===== config.mk =====
export PLATFORM = sky130hd
export DESIGN_NAME = pipe_reg_checkpoint
export DESIGN_NICKNAME = d
export VERILOG_FILES = /design/src/rtl/pipe_reg_checkpoint.sv
export SDC_FILE = /design/constraint.sdc
export NUM_CORES = 1
export LEC_CHECK = 0
export ABC_AREA = 0
export CAP_MARGIN = 20
export CORE_MARGIN = 2
export CORE_UTILIZATION = 45
export CTS_CLUSTER_SIZE = 14
export DETAILED_ROUTE_END_ITERATION = 10
export PLACE_DENSITY = 0.69
export SLEW_MARGIN = 25
export SYNTH_ARGS = -nofsm -noshare
export SYNTH_HDL_FRONTEND = slang
export SYNTH_SLANG_ARGS = --single-unit

===== constraint.sdc =====
create_clock -name clk -period 4.55 [get_ports clk]
set_input_delay 0.91 -clock clk [delete_from_list [all_inputs] [get_ports clk]]
set_output_delay 0.91 -clock clk [all_outputs]
set_load 0.005 [all_outputs]

===== src/rtl/pipe_reg_checkpoint.sv =====
// pipe_reg_checkpoint: cycle-counted checkpoint that scans an expected register-file table (PC_CHECK_EN adds a PC compare).
// Latency: done rises NUM_CHECKS cycles after the checkpoint edge; no backpressure, start ignored while busy.
module pipe_reg_checkpoint #(
  parameter int DATA_W     = 32,
  parameter int ADDR_W     = 5,
  parameter int NUM_CHECKS = 8,
  parameter int IDX_W      = (NUM_CHECKS > 1) ? $clog2(NUM_CHECKS) : 1,
  parameter int CYC_W      = 32,
  localparam int MCNT_W    = $clog2(NUM_CHECKS + 2)
) (
  input  logic              clk,
  input  logic              rst,
  input  logic              start,
  input  logic [CYC_W-1:0]  check_cycle,
  input  logic              exp_we,
  input  logic [IDX_W-1:0]  exp_idx,
  input  logic              exp_valid,
  input  logic [ADDR_W-1:0] exp_reg,
  input  logic [DATA_W-1:0] exp_val,
`ifdef PC_CHECK_EN
  input  logic [DATA_W-1:0] pc,
  input  logic [DATA_W-1:0] exp_pc,
`endif
  output logic [ADDR_W-1:0] rf_raddr,
  input  logic [DATA_W-1:0] rf_rdata,
  output logic [CYC_W-1:0]  cycle,
  output logic              busy,
  output logic              done,
  output logic              pass,
  output logic [MCNT_W-1:0] mismatch_cnt,
  output logic [IDX_W:0]    fail_idx,
  output logic [DATA_W-1:0] fail_data
);

  localparam int TBL_D = 1 << IDX_W;

  typedef enum logic [1:0] {IDLE, COUNT, SCAN, DONE} state_t;

  typedef struct packed {
    logic [ADDR_W-1:0] rnum;
    logic [DATA_W-1:0] val;
  } entry_t;

  state_t            state, state_nxt;
  logic [CYC_W-1:0]  checkpoint;
  logic [IDX_W-1:0]  scan_idx;
  logic [TBL_D-1:0]  tbl_vld;
  entry_t            tbl [TBL_D];

  logic launch;
  logic tbl_wr;
  logic scan_last;
  logic ent_miss;
  logic pc_miss;

  assign scan_last = (scan_idx == IDX_W'(NUM_CHECKS - 1));
  assign ent_miss  = (state == SCAN) && tbl_vld[scan_idx] && (rf_rdata != tbl[scan_idx].val);

`ifdef PC_CHECK_EN
  logic [DATA_W-1:0] exp_pc_q;
  assign pc_miss = (state == SCAN) && (scan_idx == '0) && (pc != exp_pc_q);

  always_ff @(posedge clk) begin
    if (rst) begin
      exp_pc_q <= '0;
    end else if (launch) begin
      exp_pc_q <= exp_pc;
    end
  end
`else
  assign pc_miss = 1'b0;
`endif

  always_ff @(posedge clk) begin
    if (rst) begin
      state <= IDLE;
    end else begin
      state <= state_nxt;
    end
  end

  always_comb begin
    state_nxt = state;
    launch    = 1'b0;
    tbl_wr    = 1'b0;
    busy      = 1'b0;
    done      = 1'b0;
    pass      = 1'b0;
    rf_raddr  = '0;
    case (state)
      IDLE, DONE: begin
        tbl_wr = exp_we;
        done   = (state == DONE);
        pass   = (state == DONE) && (mismatch_cnt == '0);
        if (start) begin
          state_nxt = COUNT;
          launch    = 1'b1;
        end
      end
      COUNT: begin
        busy = 1'b1;
        if (cycle == checkpoint) begin
          state_nxt = SCAN;
        end
      end
      SCAN: begin
        busy = 1'b1;
        // Invalid entries present address 0 so stale table contents never leak out.
        if (tbl_vld[scan_idx]) begin
          rf_raddr = tbl[scan_idx].rnum;
        end
        if (scan_last) begin
          state_nxt = DONE;
        end
      end
    endcase
  end

  // Table payload carries no reset; only the valid bits need clearing.
  always_ff @(posedge clk) begin
    if (tbl_wr) begin
      tbl[exp_idx] <= '{rnum: exp_reg, val: exp_val};
    end
  end

  always_ff @(posedge clk) begin
    if (rst) begin
      cycle        <= '0;
      checkpoint   <= '0;
      scan_idx     <= '0;
      tbl_vld      <= '0;
      mismatch_cnt <= '0;
      fail_idx     <= '0;
      fail_data    <= '0;
    end else begin
      if (tbl_wr) begin
        tbl_vld[exp_idx] <= exp_valid;
      end
      if (launch) begin
        cycle        <= CYC_W'(1);
        checkpoint   <= (check_cycle == '0) ? CYC_W'(1) : check_cycle;
        scan_idx     <= '0;
        mismatch_cnt <= '0;
        fail_idx     <= '0;
        fail_data    <= '0;
      end
      if (state == COUNT) begin
        if (cycle == checkpoint) begin
          scan_idx <= '0;
        end else begin
          cycle <= cycle + CYC_W'(1);
        end
      end
      if (state == SCAN) begin
        scan_idx     <= scan_idx + IDX_W'(1);
        mismatch_cnt <= mismatch_cnt + MCNT_W'(ent_miss) + MCNT_W'(pc_miss);
        // The PC compare shares the first scan edge with entry 0 and takes precedence.
        if (mismatch_cnt == '0) begin
          if (pc_miss) begin
            fail_idx  <= (IDX_W + 1)'(NUM_CHECKS);
`ifdef PC_CHECK_EN
            fail_data <= pc;
`endif
          end else if (ent_miss) begin
            fail_idx  <= {1'b0, scan_idx};
            fail_data <= rf_rdata;
          end
        end
      end
    end
  end

endmodule


==> flow_summary.ini, run 1 <==
[run_status]
status = complete, no violations

[setup_path]
critical_path.max_fanout = 36
reg2reg_slack_ns = 0.82
cp.arrival_ns = 3.31
crit_path_end_kind = primary output
cp_slowest_cell = dfxtp_4
reg2reg_to = mismatch_cnt[2]$_SDFFE_PP0P_
crit_required_ns = 3.64
path_cells = buf_4 > mux4_2 > mux2_2 > nand2_1 > nor2_1 > clkdlybuf4s50_1
worstRegToRegCells = 13
start_kind = flop
crit_buf_inv = 2
r2r_start = scan_idx[1]$_SDFF_PP0_
worstSetupPathType = reg -> out
crit_family = buffers and inverters
cpPeakStageDelay_ns = 0.74

[placed_design]
place_ws_ns = 0.713
gp_congestion = 0.798
dp_hpwl_um = 25800
io_buffers = 188
dp.cells = 1777
postPlaceCellArea_um2 = 19500

[layout]
areaGrowthSynthToFinish_pct = 23.5
fin_area_um2 = 21000
num-nets-final = 1430
drive_gt1_frac = 0.131
multiInputGateArea_um2 = 5500
final_core_util = 0.561
seqCellArea_um2 = 11200
finalNonFillerCells = 1859
fillCellCount = 2955
most-common-layout-cells = edfxtp_1, clkdlybuf4s50_1, dfxtp_1
layout_commonest_cell = edfxtp_1

[synthesis]
yosysTopAreaCellShare = 0.523
syn_area_um2 = 17000
ys_ff_latch = 413
synthCells = 1116
avgSynthCellArea_um2 = 15.2
synth_area_leaders = edfxtp_1, dfxtp_1, mux4_2
syn-num-nets = 1234
synth_edf_count = 296
synth_ff_type = edfxtp_1
ys_seq_area_frac = 0.661
synth.distinct_cells = 46
ys_warn_count = 0
async_reset_ff_frac = 0
yosysTopAreaCell = edfxtp_1

[worst_hold_path]
min-delay-start = fail_idx[3]$_SDFF_PP0_
hp-class = reg -> reg
hold_end = fail_idx[3]$_SDFF_PP0_
hold_depth = 2

[power]
swShare = 0.257
power_frac_seq = 0.475
vdd_ir_drop_max_mv = 0.259
p_per_area_nw_per_um2 = 439
p_leak_nw = 6.58
p_comb_frac = 0.144
p_int_mw = 6.85
p_clk_frac = 0.381
power.switching_mw = 2.37

[clock_network]
cts_tree = done
root_buffer = clkbuf_16
clkLatencyLatePin_ns = 0.56
cts_inserted_buffers = 44
cts_num_sinks = 413
cts_setup_buffers = 0
clock_path_buffers = 3
htreeDepth = 2
clkTransAtPathRegs_ns = 0.06

[route]
route.vias.total = 10300
wl_um = 40000
drt_iter0_markers = 751
routedWlPerCell_um = 21.5
firstDrtPassIters = 5
via_per_inst = 5.53
ant_nets = 0
drc_errors = 0

[grt]
grt_overflow = 0
antenna_found_initial = 2
grt_pass1_wl_um = 60000
grt_pass1_vias = 10200
grt_max_degree = 98
grtUsageTotal = 0.204

[sta]
max_slew_margin = 0.409
hold_viol = 0
setup_viol = 0
final.setup.tns_ns = 0
slew_viol_final = 0
min_period_over_period = 0.928
worstMarginPinSlew_ns = 0.884
fmaxAchievable_ghz = 0.237
rsz0062_at_grt = no
min_period_ns = 4.22
setup_ws_ns = 0.329
skew_ns = 0.0221

[floorplanning]
dieArea_um2 = 39300
boundaryPins = 189
start_util = 0.454
rows = 71
core_um2 = 37400
die_w_um = 198
die_h_um = 198

[flow_run]
drv_cap = 0
-- worst max-delay path by stage --
stage | to | startpoint | cells past startpoint | slack [ns]
after global placement | rf_raddr[1] | scan_idx[0]$_SDFF_PP0_ | 6 | 0.73
after CTS | rf_raddr[4] | scan_idx[0]$_SDFF_PP0_ | 6 | 0.13
final | rf_raddr[3] | scan_idx[1]$_SDFF_PP0_ | 6 | 0.33
after global routing | rf_raddr[4] | scan_idx[0]$_SDFF_PP0_ | 6 | 0.14
after detailed placement | rf_raddr[4] | scan_idx[0]$_SDFF_PP0_ | 6 | 0.71
after floorplan | tbl_vld[0]$_SDFFE_PP0P_ | exp_idx[0] | 4 | 0.21
-- registers in the layout, indices dropped and copies added (netlist names) --
| signal | cells |
|---|---|
| mismatch_cnt | 4 |
| tbl | 296 |
| state | 2 |
| fail_data | 32 |
| tbl_vld | 8 |
| scan_idx | 3 |
| cycle | 32 |
| fail_idx | 4 |
| checkpoint | 32 |
-- logic make-up (layout without fill, tap and decap cells) --
logic type / count (synthesis) / count (layout) / synth area share
AOI/OAI and AO/OA: 124 / 124 / 0.0512
xor gates and xnor gates: 71 / 71 / 0.0366
adders and majority gates: 9 / 9 / 0.00663
buffers and inverters: 67 / 298 / 0.0202
DFF: 413 / 413 / 0.661
muxes: 163 / 163 / 0.137
other: 0 / 1 / 0
and+or+nand+nor: 269 / 269 / 0.0872
-- tightest hold or removal path, delay by kind of cell (launching register included) --
kind             cells  cell delay, ns
DFF                  1            0.31
and+or+nand+nor      2            0.08
-- timing repair --
item | in CTS | in global routing
hold buffers | 0 | 0
setup endpoints to repair | 0 | 3
hold endpoints to repair | 0 | 0
gates resized for setup | 0 | 1
-- cell usage after synthesis (2+ instances only) --
master / number
nor2_1: 60
buf_4: 5
inv_1: 4
a41oi_1: 3
or4_1: 2
xor2_1: 19
o21ai_0: 22
nor3_1: 11
a311oi_1: 6
and2_1: 4
nand3_1: 11
nand2_1: 41
a22o_1: 38
nand2b_1: 41
nand3b_1: 41
buf_2: 10
buf_1: 5
mux2i_1: 106
nor4_1: 13
clkbuf_1: 34
mux4_2: 56
dfxtp_1: 117
a211oi_1: 6
xnor2_1: 52
nor2b_1: 4
edfxtp_1: 296
a221oi_1: 8
a22oi_1: 2
buf_6: 8
nand4_1: 25
o31ai_1: 3
and3_1: 8
ha_1: 9
a21oi_1: 26
a31oi_1: 9
-- power groups by stage --
stage | clock, mW | sequential, mW | combinational [mW]
floorplan | 0 | 4.39 | 0.874
global placement | 0 | 4.44 | 1.32
detailed placement | 0 | 4.45 | 1.33
CTS | 3.58 | 4.38 | 1.34
global route | 3.73 | 4.40 | 1.45
finish | 3.51 | 4.37 | 1.33
-- layout make-up --
cell class                 instances  area share
sequential                       413       0.535
multi-input combinational        636       0.262
timing repair buffer             213       0.103
clock buffer                      58      0.0588
tap                              511      0.0305
clock inverter                    23     0.00995
inverter                           4    0.000715
antenna                            1    0.000119
-- per-stage QoR --
| step | hold WS (ns) | total power, mW |
|---|---|---|
| floorplan | 0.426 | 5.27 |
| global placement | 0.418 | 5.76 |
| detailed placement | 0.422 | 5.78 |
| CTS | 0.431 | 9.29 |
| global route | 0.463 | 9.58 |
| finish | 0.428 | 9.22 |
-- metal layers --
layer	track usage	share of wire	wire length, um	up-vias
met1	0.271	0.42	16800	5121
met4	0.0576	0.021	833	0
met2	0.340	0.49	19500	377
met3	0.0400	0.072	2880	61
li1	-	-	-	4718
met5	0	0	0	-
(Power assumes the default switching activity.)
==> run 2: changes to the inputs <==
--- a/config.mk
+++ b/config.mk
@@ -8,10 +8,9 @@
 export ABC_AREA = 0
 export CAP_MARGIN = 20
 export CORE_MARGIN = 2
-export CORE_UTILIZATION = 45
+export CORE_UTILIZATION = 35
 export CTS_CLUSTER_SIZE = 14
 export DETAILED_ROUTE_END_ITERATION = 10
-export PLACE_DENSITY = 0.69
 export SLEW_MARGIN = 25
 export SYNTH_ARGS = -nofsm -noshare
 export SYNTH_HDL_FRONTEND = slang
==> run 2 against run 1 <==
Critical path depth unchanged. Largest power group unchanged. Final cell count up 5.6%. Largest cell class unchanged. Maximum frequency up 0.36%. Total power up 0.70%. Die area up 28%. Global-route usage down 3.3 points. Register-to-register slack worse by 0.06 ns. Worst setup slack better by 0.015 ns.
==> flow_summary.ini, run 2 (synthesis results as in run 1) <==
[run_status]
status = complete, no violations

[clock_network]
clkTransAtPathRegs_ns = 0.06
clkLatencyLatePin_ns = 0.59
cts_num_sinks = 413
htreeDepth = 2
clock_path_buffers = 3
cts_inserted_buffers = 45
root_buffer = clkbuf_16
cts_hold_buffers = 0
cts_setup_buffers = 1
cts_tree = done
cts_repair_resize_count = 0

[grt]
gr-usage-met3 = 0.0357
antenna_found_initial = 3
grt_pass1_wl_um = 64200
grt_pass1_vias = 10500
grtUsageMet1 = 0.226
met2_usage = 0.283
grt.busiest_layer = met2
grt_max_degree = 104
grt_overflow = 0
grtUsageTotal = 0.170

[power]
p_leak_nw = 6.58
p_total_mw = 9.28
p_per_area_nw_per_um2 = 439
vdd_ir_drop_max_mv = 0.254

[layout]
top_register = tbl
layout_commonest_cell = edfxtp_1
areaGrowthSynthToFinish_pct = 24.3
drive_gt1_frac = 0.124
num-nets-final = 1432
final_core_util = 0.442
largest_register_ffs = 296
most-common-layout-cells = edfxtp_1, clkdlybuf4s50_1, dfxtp_1

[route]
route.vias.total = 10200
wl_um = 43000
firstDrtPassIters = 4
routedWlPerCell_um = 21.9
drt_iter0_markers = 558
drc_errors = 0
ant_nets = 0
via_per_inst = 5.18

[placed_design]
io_buffers = 188
gp_congestion = 0.780
dp_hpwl_um = 27200

[setup_path]
worstSetupPathType = reg -> out
reg2reg_to = mismatch_cnt[2]$_SDFFE_PP0P_
r2r_start = scan_idx[1]$_SDFF_PP0_
critical_path.max_fanout = 19
critPathCapture = rf_raddr[1]
cp.arrival_ns = 3.30
crit_required_ns = 3.64
start_kind = flop
crit_start = scan_idx[0]$_SDFF_PP0_
worstRegToRegCells = 14
crit_path_end_kind = primary output
reg2reg_slack_ns = 0.76

[floorplanning]
die_w_um = 224
start_util = 0.355
rows = 80
dieArea_um2 = 50300
die_h_um = 224
core_um2 = 47800
boundaryPins = 189

[sta]
worstMarginPinSlew_ns = 1.04
skew_ns = 0.0399
hold_viol = 0
rsz0062_at_grt = no
final.setup.tns_ns = 0
min_period_over_period = 0.924
min_period_ns = 4.21
fmaxAchievable_ghz = 0.238
slew_viol_final = 0
max_slew_margin = 0.308
setup_viol = 0
whs_ns = 0.471

[flow_run]
drv_cap = 0

[worst_hold_path]
hp-class = reg -> reg
run 2: worst min-delay path by stage:
stage                                      end  cells after the start                        from
global placement    checkpoint[3]$_SDFFE_PP0P_                      2  checkpoint[3]$_SDFFE_PP0P_
finish              checkpoint[3]$_SDFFE_PP0P_                      2  checkpoint[3]$_SDFFE_PP0P_
global route        checkpoint[3]$_SDFFE_PP0P_                      2  checkpoint[3]$_SDFFE_PP0P_
floorplan               fail_idx[3]$_SDFF_PP0_                      2      fail_idx[3]$_SDFF_PP0_
detailed placement  checkpoint[3]$_SDFFE_PP0P_                      2  checkpoint[3]$_SDFFE_PP0P_
CTS                 checkpoint[3]$_SDFFE_PP0P_                      2  checkpoint[3]$_SDFFE_PP0P_
run 2: area by class of cell:
class                           instances  area (um^2)
Inverter                                4         15.0
Tap cell                              615          769
Timing Repair Buffer                  214         2160
Multi-Input combinational cell        636         5500
Sequential cell                       413        11200
Fill cell                            4264        26700
Clock inverter                         15          178
Clock buffer                           65         1260
Antenna cell                            1         2.50
run 2: stage by stage:
step / worst slack, ns / area (um^2) / instances
finish: 0.344 / 21100 / 1963
global route: 0.110 / 21100 / 1962
CTS: 0.223 / 21100 / 1961
detailed placement: 0.626 / 19600 / 1880
global placement: 0.625 / 19600 / 1880
floorplan: 0.209 / 17000 / 1116
run 2: metal layers:
metal / vias to the layer above / routed length, um
li1: 4715 / -
met1: 5091 / 18900
met2: 309 / 20700
met3: 54 / 2560
met4: 4 / 772
met5: - / 28
run 2: report_power, final:
group	internal, mW	switching, mW
clock	2.06	1.50
sequential	4.24	0.126
combinational	0.570	0.791
total	6.87	2.41
run 2: critical path, stage by stage, from the launching register on:
cell             delay (ns)
dfxtp_4                0.61
buf_4                  0.44
mux4_2                 0.54
mux2_2                 0.27
nand2_1                0.29
nor2_1                 0.10
clkdlybuf4s50_1        0.45
==> run 3: changes to the inputs <==
--- a/config.mk
+++ b/config.mk
@@ -7,7 +7,7 @@
 export LEC_CHECK = 0
 export ABC_AREA = 0
 export CAP_MARGIN = 20
-export CORE_MARGIN = 2
+export CORE_MARGIN = 3
 export CORE_UTILIZATION = 35
 export CTS_CLUSTER_SIZE = 14
 export DETAILED_ROUTE_END_ITERATION = 10
==> run 3 against run 2 <==
Sequential power hardly changed. Via count up 0.23%. Clock skew is 0.016 ns lower. Largest power group unchanged. Cell area increased by 0.47%. First-iteration DRC count increased by 29%. Utilization is 0.21 points higher. Clock power increased by 5%. Total power up 1.9%. Highest routed layer is now met4. Worst setup slack gained 0.051 ns. Combinational power about the same.
==> flow_summary.ini, run 3 (synthesis results as in run 1) <==
[setup_path]
r2r_start = scan_idx[1]$_SDFF_PP0_
worstRegToRegCells = 13
cpPeakStageDelay_ns = 0.70
path_cells = buf_4 > mux4_2 > mux2_2 > nand2_1 > nor2_1 > clkdlybuf4s50_1
worstSetupPathType = reg -> out
critical_path.max_fanout = 32
cp_slowest_cell = dfxtp_4
crit_path_end_kind = primary output
reg2reg_slack_ns = 0.74
reg2reg_to = mismatch_cnt[2]$_SDFFE_PP0P_
cp.arrival_ns = 3.24
start_kind = flop
crit_required_ns = 3.64

[clock_network]
cts_hold_buffers = 0
clkLatencyLatePin_ns = 0.58
cts_inserted_buffers = 46
cts_num_sinks = 413
clkTransAtPathRegs_ns = 0.06
cts_tree = done
cts_repair_resize_count = 0
root_buffer = clkbuf_16
clock_path_buffers = 3
cts_setup_buffers = 0
htreeDepth = 2

[grt]
grt_max_degree = 104
grt_overflow = 0
grtUsageTotal = 0.167
grt_pass1_wl_um = 64500
grt_pass1_vias = 10300
antenna_found_initial = 0

[route]
drt_iter0_markers = 719
wl_um = 43200
firstDrtPassIters = 5
ant_nets = 0
drc_errors = 0
via_per_inst = 5.18
route.vias.total = 10200
routedWlPerCell_um = 22.0

[floorplanning]
die_h_um = 226
start_util = 0.355
core_um2 = 47800
rows = 80
boundaryPins = 189
dieArea_um2 = 51200
die_w_um = 226

[power]
p_leak_nw = 6.64
p_int_mw = 7.05
vdd_ir_drop_max_mv = 0.215
p_per_area_nw_per_um2 = 446
swShare = 0.255
power.switching_mw = 2.41
p_comb_frac = 0.143
p_clk_frac = 0.395
p_total_mw = 9.46
power_frac_seq = 0.462

[placed_design]
gp_congestion = 0.818
postPlaceCellArea_um2 = 19700
io_buffers = 188
dp_hpwl_um = 28500
place_ws_ns = 0.651

[layout]
num-nets-final = 1432
most-common-layout-cells = edfxtp_1, clkdlybuf4s50_1, dfxtp_1
antenna_cells = 0
seqCellArea_um2 = 11200
areaGrowthSynthToFinish_pct = 24.9
multiInputGateArea_um2 = 5500
fin_area_um2 = 21200
top_register = tbl
fillCellCount = 4265
largest_register_ffs = 296
final_core_util = 0.444
drive_gt1_frac = 0.132
layout_commonest_cell = edfxtp_1

[sta]
worstMarginPinSlew_ns = 0.990
min_period_ns = 4.15
slew_viol_final = 0
setup_ws_ns = 0.395
min_period_over_period = 0.913
rsz0062_at_grt = no
skew_ns = 0.0242
final.setup.tns_ns = 0
hold_viol = 0
max_slew_margin = 0.340
setup_viol = 0
fmaxAchievable_ghz = 0.241

[run_status]
status = complete, no violations

[worst_hold_path]
hold_end = fail_idx[3]$_SDFF_PP0_
min-delay-start = fail_idx[3]$_SDFF_PP0_
hold_depth = 2
hp-class = reg -> reg

[flow_run]
drv_cap = 0
[run 3: changes by cell type in the layout (fill, tap and decap cells not counted), moves of 2 or more]
cell       delta
clkinv_2      +5
clkbuf_8      +8
clkbuf_16     +2
clkbuf_1      -4
clkinv_1      -2
clkinv_4      -2
clkinv_8      +2
[run 3: worst max-delay path: cells and delay by family, from the launching register on]
| kind | cells | cell delay [ns] |
|---|---|---|
| flops | 1 | 0.70 |
| buf+inv | 2 | 0.91 |
| mux | 2 | 0.63 |
| simple gates | 2 | 0.42 |
[run 3: worst max-delay path by stage]
stage                                       from                      endpoint  slack, ns  depth (start not counted)
final                     scan_idx[1]$_SDFF_PP0_                   rf_raddr[1]       0.40                          6
after global routing      scan_idx[1]$_SDFF_PP0_                   rf_raddr[0]       0.17                          6
after CTS                 scan_idx[1]$_SDFF_PP0_                   rf_raddr[1]       0.24                          6
after detailed placement  scan_idx[1]$_SDFF_PP0_  mismatch_cnt[2]$_SDFFE_PP0P_       0.65                         13
after global placement    scan_idx[1]$_SDFF_PP0_  mismatch_cnt[2]$_SDFFE_PP0P_       0.69                         13
after floorplan                       exp_idx[0]       tbl_vld[0]$_SDFFE_PP0P_       0.21                          4
[run 3: layer usage]
layer / routed length (um) / part of all wire / up-vias / GRT usage
met2: 21000 / 0.49 / 325 / 0.281
li1: - / - / 4730 / -
met5: 0 / 0 / - / 0
met1: 18600 / 0.43 / 5089 / 0.224
met3: 2920 / 0.068 / 52 / 0.0374
met4: 675 / 0.016 / 0 / 0.0369
[run 3: per-stage QoR]
stage	cells	hold WS [ns]
after floorplan	1116	0.426
after global placement	1881	0.422
after detailed placement	1881	0.422
after CTS	1967	0.432
after global routing	1967	0.453
final	1967	0.430
[run 3: power groups by stage]
stage                     registers, mW  clock network (mW)  logic [mW]
after detailed placement           4.45                   0        1.38
after global placement             4.44                   0        1.36
after CTS                          4.37                3.83        1.38
final                              4.37                3.74        1.35
after global routing               4.39                3.99        1.47
after floorplan                    4.39                   0       0.874
[run 3: cell type report]
class                           count  area share
Clock buffer                       71      0.0663
Clock inverter                     15     0.00725
Inverter                            4    0.000707
Multi-Input combinational cell    636       0.259
Sequential cell                   413       0.530
Tap cell                          615      0.0363
Timing Repair Buffer              213       0.101
